<file path="src/rtl/dsp_mem_bank_trig.sv">
// Trigger-based capture bank: circular pre/post-trigger sample buffer in the
// write-clock domain, drained oldest-first through a registered valid/ready port.
module dsp_mem_bank_trig #(
    parameter int MemWidth  = 16,
    parameter int BankDepth = 8,
    parameter int SnakeFlip = 0,
    parameter int CntWidth  = $clog2(BankDepth + 1)
) (
    input  logic                i_wclk,
    input  logic                rst_sync_write,
    input  logic                i_cfg_arm,
    input  logic                i_cfg_abort,
    input  logic [CntWidth-1:0] i_cfg_post_cnt,
    input  logic                i_trig,
    input  logic                i_dat_valid,
    input  logic [MemWidth-1:0] i_dat,
    input  logic                i_rd_start,
    output logic                o_rd_valid,
    output logic [MemWidth-1:0] o_rd_dat,
    output logic                o_rd_last,
    input  logic                i_rd_ready,
    output logic [2:0]          o_state,
    output logic [CntWidth-1:0] o_fill,
    output logic                o_done
);

    localparam int PtrWidth = (BankDepth > 2) ? $clog2(BankDepth) : 1;
    localparam int AccWidth = CntWidth + 1;
    localparam logic [PtrWidth-1:0] PtrMax   = PtrWidth'(BankDepth - 1);
    localparam logic [PtrWidth-1:0] PtrOne   = PtrWidth'(1);
    localparam logic [CntWidth-1:0] CntOne   = CntWidth'(1);
    localparam logic [CntWidth-1:0] DepthCnt = CntWidth'(BankDepth);

    typedef enum logic [2:0] {
        ST_IDLE  = 3'd0,
        ST_ARMED = 3'd1,
        ST_TRIG  = 3'd2,
        ST_FULL  = 3'd3,
        ST_READ  = 3'd4
    } state_t;

    state_t                state_q, state_d;
    logic [MemWidth-1:0]   mem_q [BankDepth];
    logic [PtrWidth-1:0]   wptr_q, wptr_d;
    logic [PtrWidth-1:0]   rptr_q, rptr_d;
    logic [CntWidth-1:0]   fill_q, fill_d;
    logic [CntWidth-1:0]   rem_q, rem_d;
    logic [CntWidth-1:0]   k_q, k_d;
    logic                  rd_valid_q, rd_valid_d;
    logic [MemWidth-1:0]   rd_dat_q, rd_dat_d;
    logic                  rd_last_q, rd_last_d;
    logic                  done_q;

    logic                  wr_en;
    logic [CntWidth-1:0]   rem_v;
    logic [CntWidth-1:0]   post_clamp;
    logic [AccWidth-1:0]   wptr_ext, fill_ext, start_ext;
    logic [PtrWidth-1:0]   rptr_start, rptr_inc;

    function automatic logic [MemWidth-1:0] bit_rev(input logic [MemWidth-1:0] x);
        logic [MemWidth-1:0] r;
        for (int i = 0; i < MemWidth; i++) begin
            r[i] = x[MemWidth-1-i];
        end
        return r;
    endfunction

    // Oldest-entry pointer and post-count clamp, used when readout/trigger fire.
    always_comb begin
        wptr_ext   = AccWidth'(wptr_q);
        fill_ext   = AccWidth'(fill_q);
        start_ext  = (wptr_ext >= fill_ext) ? (wptr_ext - fill_ext)
                                            : (wptr_ext + AccWidth'(BankDepth) - fill_ext);
        rptr_start = PtrWidth'(start_ext);
        rptr_inc   = (rptr_q == PtrMax) ? '0 : (rptr_q + PtrOne);
        post_clamp = (i_cfg_post_cnt > DepthCnt) ? DepthCnt : i_cfg_post_cnt;
    end

    // Next-state and datapath control; abort overrides everything.
    always_comb begin
        state_d    = state_q;
        wptr_d     = wptr_q;
        rptr_d     = rptr_q;
        fill_d     = fill_q;
        rem_d      = rem_q;
        k_d        = k_q;
        rd_valid_d = rd_valid_q;
        rd_dat_d   = rd_dat_q;
        rd_last_d  = rd_last_q;
        wr_en      = 1'b0;
        rem_v      = rem_q;

        if (i_cfg_abort) begin
            state_d    = ST_IDLE;
            rd_valid_d = 1'b0;
            rd_last_d  = 1'b0;
        end else begin
            case (state_q)
                ST_IDLE: begin
                    if (i_cfg_arm) begin
                        wptr_d  = '0;
                        fill_d  = '0;
                        state_d = ST_ARMED;
                    end
                end
                ST_ARMED: begin
                    if (i_trig) begin
                        rem_v = post_clamp;
                        // The trigger-cycle sample is only kept if it is a post sample.
                        if (i_dat_valid && (rem_v != '0)) begin
                            wr_en = 1'b1;
                            rem_v = rem_v - CntOne;
                        end
                        rem_d   = rem_v;
                        state_d = (rem_v == '0) ? ST_FULL : ST_TRIG;
                    end else if (i_dat_valid) begin
                        wr_en = 1'b1;
                    end
                end
                ST_TRIG: begin
                    if (i_dat_valid) begin
                        wr_en = 1'b1;
                        rem_d = rem_q - CntOne;
                        if (rem_q == CntOne) begin
                            state_d = ST_FULL;
                        end
                    end
                end
                ST_FULL: begin
                    if (i_rd_start) begin
                        if (fill_q == '0) begin
                            state_d = ST_IDLE;
                        end else begin
                            rptr_d     = rptr_start;
                            k_d        = '0;
                            rd_valid_d = 1'b1;
                            rd_dat_d   = mem_q[rptr_start];
                            rd_last_d  = (fill_q == CntOne);
                            state_d    = ST_READ;
                        end
                    end
                end
                ST_READ: begin
                    if (rd_valid_q && i_rd_ready) begin
                        if (k_q == fill_q - CntOne) begin
                            rd_valid_d = 1'b0;
                            rd_last_d  = 1'b0;
                            state_d    = ST_IDLE;
                        end else begin
                            rptr_d     = rptr_inc;
                            k_d        = k_q + CntOne;
                            rd_dat_d   = ((SnakeFlip != 0) && k_d[0]) ? bit_rev(mem_q[rptr_inc])
                                                                      : mem_q[rptr_inc];
                            rd_last_d  = (k_d == fill_q - CntOne);
                        end
                    end
                end
                default: begin
                    state_d = ST_IDLE;
                end
            endcase
        end

        if (wr_en) begin
            wptr_d = (wptr_q == PtrMax) ? '0 : (wptr_q + PtrOne);
            fill_d = (fill_q == DepthCnt) ? fill_q : (fill_q + CntOne);
        end
    end

    // State, pointers, counters and registered outputs.
    always_ff @(posedge i_wclk or posedge rst_sync_write) begin
        if (rst_sync_write) begin
            state_q    <= ST_IDLE;
            wptr_q     <= '0;
            rptr_q     <= '0;
            fill_q     <= '0;
            rem_q      <= '0;
            k_q        <= '0;
            rd_valid_q <= 1'b0;
            rd_dat_q   <= '0;
            rd_last_q  <= 1'b0;
            done_q     <= 1'b0;
        end else begin
            state_q    <= state_d;
            wptr_q     <= wptr_d;
            rptr_q     <= rptr_d;
            fill_q     <= fill_d;
            rem_q      <= rem_d;
            k_q        <= k_d;
            rd_valid_q <= rd_valid_d;
            rd_dat_q   <= rd_dat_d;
            rd_last_q  <= rd_last_d;
            done_q     <= (state_d == ST_FULL);
        end
    end

    // Sample storage; written only while capturing.
    always_ff @(posedge i_wclk or posedge rst_sync_write) begin
        if (rst_sync_write) begin
            for (int i = 0; i < BankDepth; i++) begin
                mem_q[i] <= '0;
            end
        end else if (wr_en) begin
            mem_q[wptr_q] <= i_dat;
        end
    end

    assign o_rd_valid = rd_valid_q;
    assign o_rd_dat   = rd_dat_q;
    assign o_rd_last  = rd_last_q;
    assign o_state    = state_q;
    assign o_fill     = fill_q;
    assign o_done     = done_q;

endmodule
</file>
<file path="config.mk">
export PLATFORM = sky130hd
export DESIGN_NAME = dsp_mem_bank_trig
export DESIGN_NICKNAME = d
export VERILOG_FILES = /design/src/rtl/dsp_mem_bank_trig.sv
export SDC_FILE = /design/constraint.sdc
export NUM_CORES = 1
export LEC_CHECK = 0
export CAP_MARGIN = 0
export CORE_MARGIN = 2
export CORE_UTILIZATION = 55
export CTS_CLUSTER_DIAMETER = 150
export DETAILED_ROUTE_END_ITERATION = 8
export MAX_ROUTING_LAYER = met4
export PLACE_DENSITY_LB_ADDON = 0.25
export SYNTH_ARGS = -nofsm -noshare
export SYNTH_HDL_FRONTEND = slang
export SYNTH_SLANG_ARGS = --single-unit
export TNS_END_PERCENT = 10
</file>
<file path="constraint.sdc">
create_clock -name i_wclk -period 10.2 [get_ports i_wclk]
set_input_delay 2.04 -clock i_wclk [delete_from_list [all_inputs] [get_ports i_wclk]]
set_output_delay 2.04 -clock i_wclk [all_outputs]
set_load 0.02 [all_outputs]
</file>
==> flow_metrics.env <==
export IMPL_grt_total_usage_pct=28.7
export IMPL_antenna_found_initial=0
export IMPL_die_area_um2=17900
export IMPL_synthArstFlopShare_pct=100
export IMPL_nets=812
export IMPL_synth_seq_area_share_pct=45.3
export IMPL_hold_viol_final=0
export IMPL_synthToLayoutAreaGrowth_pct=14.1
export IMPL_finish_instance_area_um2=10600
export IMPL_seqCellArea_um2=4210
export IMPL_die_y_um=134
export IMPL_dr_pass1_iters=4
export IMPL_htreeDepth=4
export IMPL_num_vias=6682
export IMPL_io_pins=54
export IMPL_crit_path_start_kind="input port"
export IMPL_core_region_area_um2=16500
export IMPL_synthCells=734
export IMPL_min_path_type="register to register"
export IMPL_routed_wl_um=23700
export IMPL_cts_resized=0
export IMPL_fp_dieW_um=134
export IMPL_rsz0062_at_grt="no"
export IMPL_gr_total_overflow=0
export IMPL_synthDistinctLibCells=62
export IMPL_cts_sinks=168
export IMPL_ant_nets=0
export IMPL_fillCellCount=1278
export IMPL_status="complete, no violations"
export IMPL_multiInputGateArea_um2=4840
export IMPL_critPathMaxFanout=9
export IMPL_syn_avg_cell_area_um2=12.7
export IMPL_synthFlopType="dfrtp_1"
export IMPL_antennaDiodeCount=0
export IMPL_fin_util_pct=64.1
export IMPL_clock_fmax_mhz=192
export IMPL_initial_core_util_pct=56.2
export IMPL_p_leak_uw=0.00460
export IMPL_cts_path_max_buffers=2
export IMPL_ys_ff_latch=168
export IMPL_grt_pass1_vias=6939
export IMPL_cp_arrival_ps=5520
export IMPL_final_common_cell="dfrtp_1"
export IMPL_syn_area_um2=9290
export IMPL_required_ps=10510
export IMPL_post_cts_setup_buffer_count=0
export IMPL_place_area_um2=10000
export IMPL_final_setup_tns_ps=0
export IMPL_worst_pin_slew_ps=1200
export IMPL_synth_edf_count=0
export IMPL_tritoncts="yes"
export IMPL_dp_hpwl_um=14700
export IMPL_dp_slack_ps=4670
export IMPL_powerDensity_nw_per_um2=196
export IMPL_clock_skew_ps=11.2
export IMPL_grt_pass1_wl_um=38600
export IMPL_setup_violations=0
export IMPL_final_cell_mix="dfrtp_1 (167), mux2_2 (126), clkdlybuf4s50_1 (53)"
export IMPL_ir_worst_vdd_v=0.000140
export IMPL_end_kind="register"
export IMPL_rows=47
export IMPL_cts_buffers=17
export IMPL_place_congestion=0.833
export IMPL_drc=0
export IMPL_clockRootBuffer="clkbuf_16"
export IMPL_ctsHoldBuffers=0
export IMPL_clk_pin_slew_ps=60
export IMPL_avgRoutedWirePerCell_um=23.7
export IMPL_drv_slew=0
export IMPL_hold_slack_ps=492
export IMPL_avgViaCountPerCell=6.66
export IMPL_drive_above_1_share_pct=28.4
export IMPL_drt_initial_drc_count=548
export IMPL_grt_max_degree=85
export IMPL_max_cap_violations=0
export IMPL_worst_slack_ps=4990
export IMPL_fin_crit_ps=5210
export IMPL_period_share_pct=51.1
export IMPL_clk_latency_ps=430
export IMPL_portBuffers=53
export IMPL_slew_headroom_pct=19.5
export IMPL_yosysWarnings=0
export IMPL_syn_num_nets=776
export IMPL_crit_type="input port to register"
## worst max-delay path, cell delays in order
cell,delay [ps]
clkdlybuf4s50_1,530
nand2b_1,230
ha_1,260
nand4bb_1,130
a21oi_1,130
or4b_4,560
nor2b_1,940
buf_4,340
mux2_2,350
## synthesized netlist by cell type (6+ instances only)
cell	count	area, um2
a221oi_1	14	123
mux2_1	10	113
mux2i_1	46	460
o221ai_1	18	158
mux4_2	32	721
dfrtp_1	168	4200
o21ai_0	16	80.1
buf_2	20	100
nand3_1	9	45.0
clkbuf_1	20	75.1
ha_1	13	163
o22a_1	6	52.6
buf_1	8	30.0
a22oi_1	14	105
a21oi_1	10	50.1
nor3b_1	15	113
a21boi_0	13	97.6
a211o_1	13	114
mux2_2	126	1420
nor2_1	34	128
nand2_1	18	67.6
inv_1	12	45.0
o2bb2ai_1	13	114
nor3_1	8	40.0
xnor2_1	6	52.6
## cell type report
cell class | count | area share, %
sequential | 168 | 39.7
timing repair buffer | 68 | 6.07
clock buffer | 19 | 4.28
tap | 220 | 2.60
inverter | 13 | 0.508
multi-input combinational | 502 | 45.7
clock inverter | 13 | 1.11
## power by group
group	total (uW)	switching, uW	internal [uW]
clock network	625	274	351
registers	854	87.4	767
logic	593	280	313
total	2070	642	1430
## metrics by stage
stage	total power (uW)	std cells
after detailed placement	1460	971
final	2070	1003
after floorplan	1300	734
after global routing	2180	1003
after CTS	2080	1003
after global placement	1430	971
## metal layers
| layer | share of wire [%] | global-route usage (%) | vias to the layer above |
|---|---|---|---|
| met5 | 0 | - | - |
| met4 | 1.9 | 8.33 | 0 |
| met3 | 5.6 | 5.71 | 39 |
| met2 | 51 | 46.2 | 270 |
| met1 | 42 | 37.5 | 3483 |
| li1 | - | - | 2890 |
## registers in the layout, summed over array words and instances, names as in the netlist
signal / flops
mem_q: 128
o_rd_dat: 16
k_q: 4
o_fill: 4
rem_q: 4
o_state: 3
rptr_q: 3
wptr_q: 3
o_done: 1
o_rd_last: 1
o_rd_valid: 1
## final timing paths
check / start / endpoint / slack, ps / cells after the start
min: o_rd_dat[9]$_DFFE_PP0P_ / o_rd_dat[9]$_DFFE_PP0P_ / 490 / 1
max: i_cfg_post_cnt[3] / mem_q[123]$_DFFE_PP0P_ / 4990 / 9
min in group asynchronous: rst_sync_write / mem_q[89]$_DFFE_PP0P_ / 1980 / 2
max reg2reg: rptr_q[0]$_DFFE_PP0P_ / o_rd_dat[1]$_DFFE_PP0P_ / 6590 / 7
max in group asynchronous: rst_sync_write / rptr_q[0]$_DFFE_PP0P_ / 6200 / 4
min reg2reg: o_rd_dat[9]$_DFFE_PP0P_ / o_rd_dat[9]$_DFFE_PP0P_ / 490 / 1
## cell families after synthesis
group           count (synthesis)  synth area share, %
mux                           214                 29.2
flops                         168                 45.3
compound gates                143                 12.0
simple gates                  120                 7.34
buf+inv                        64                 3.06
fa+ha+maj                      14                 1.97
xor+xnor                       11                 1.20
No activity file was read; power rests on OpenSTA's default activity.
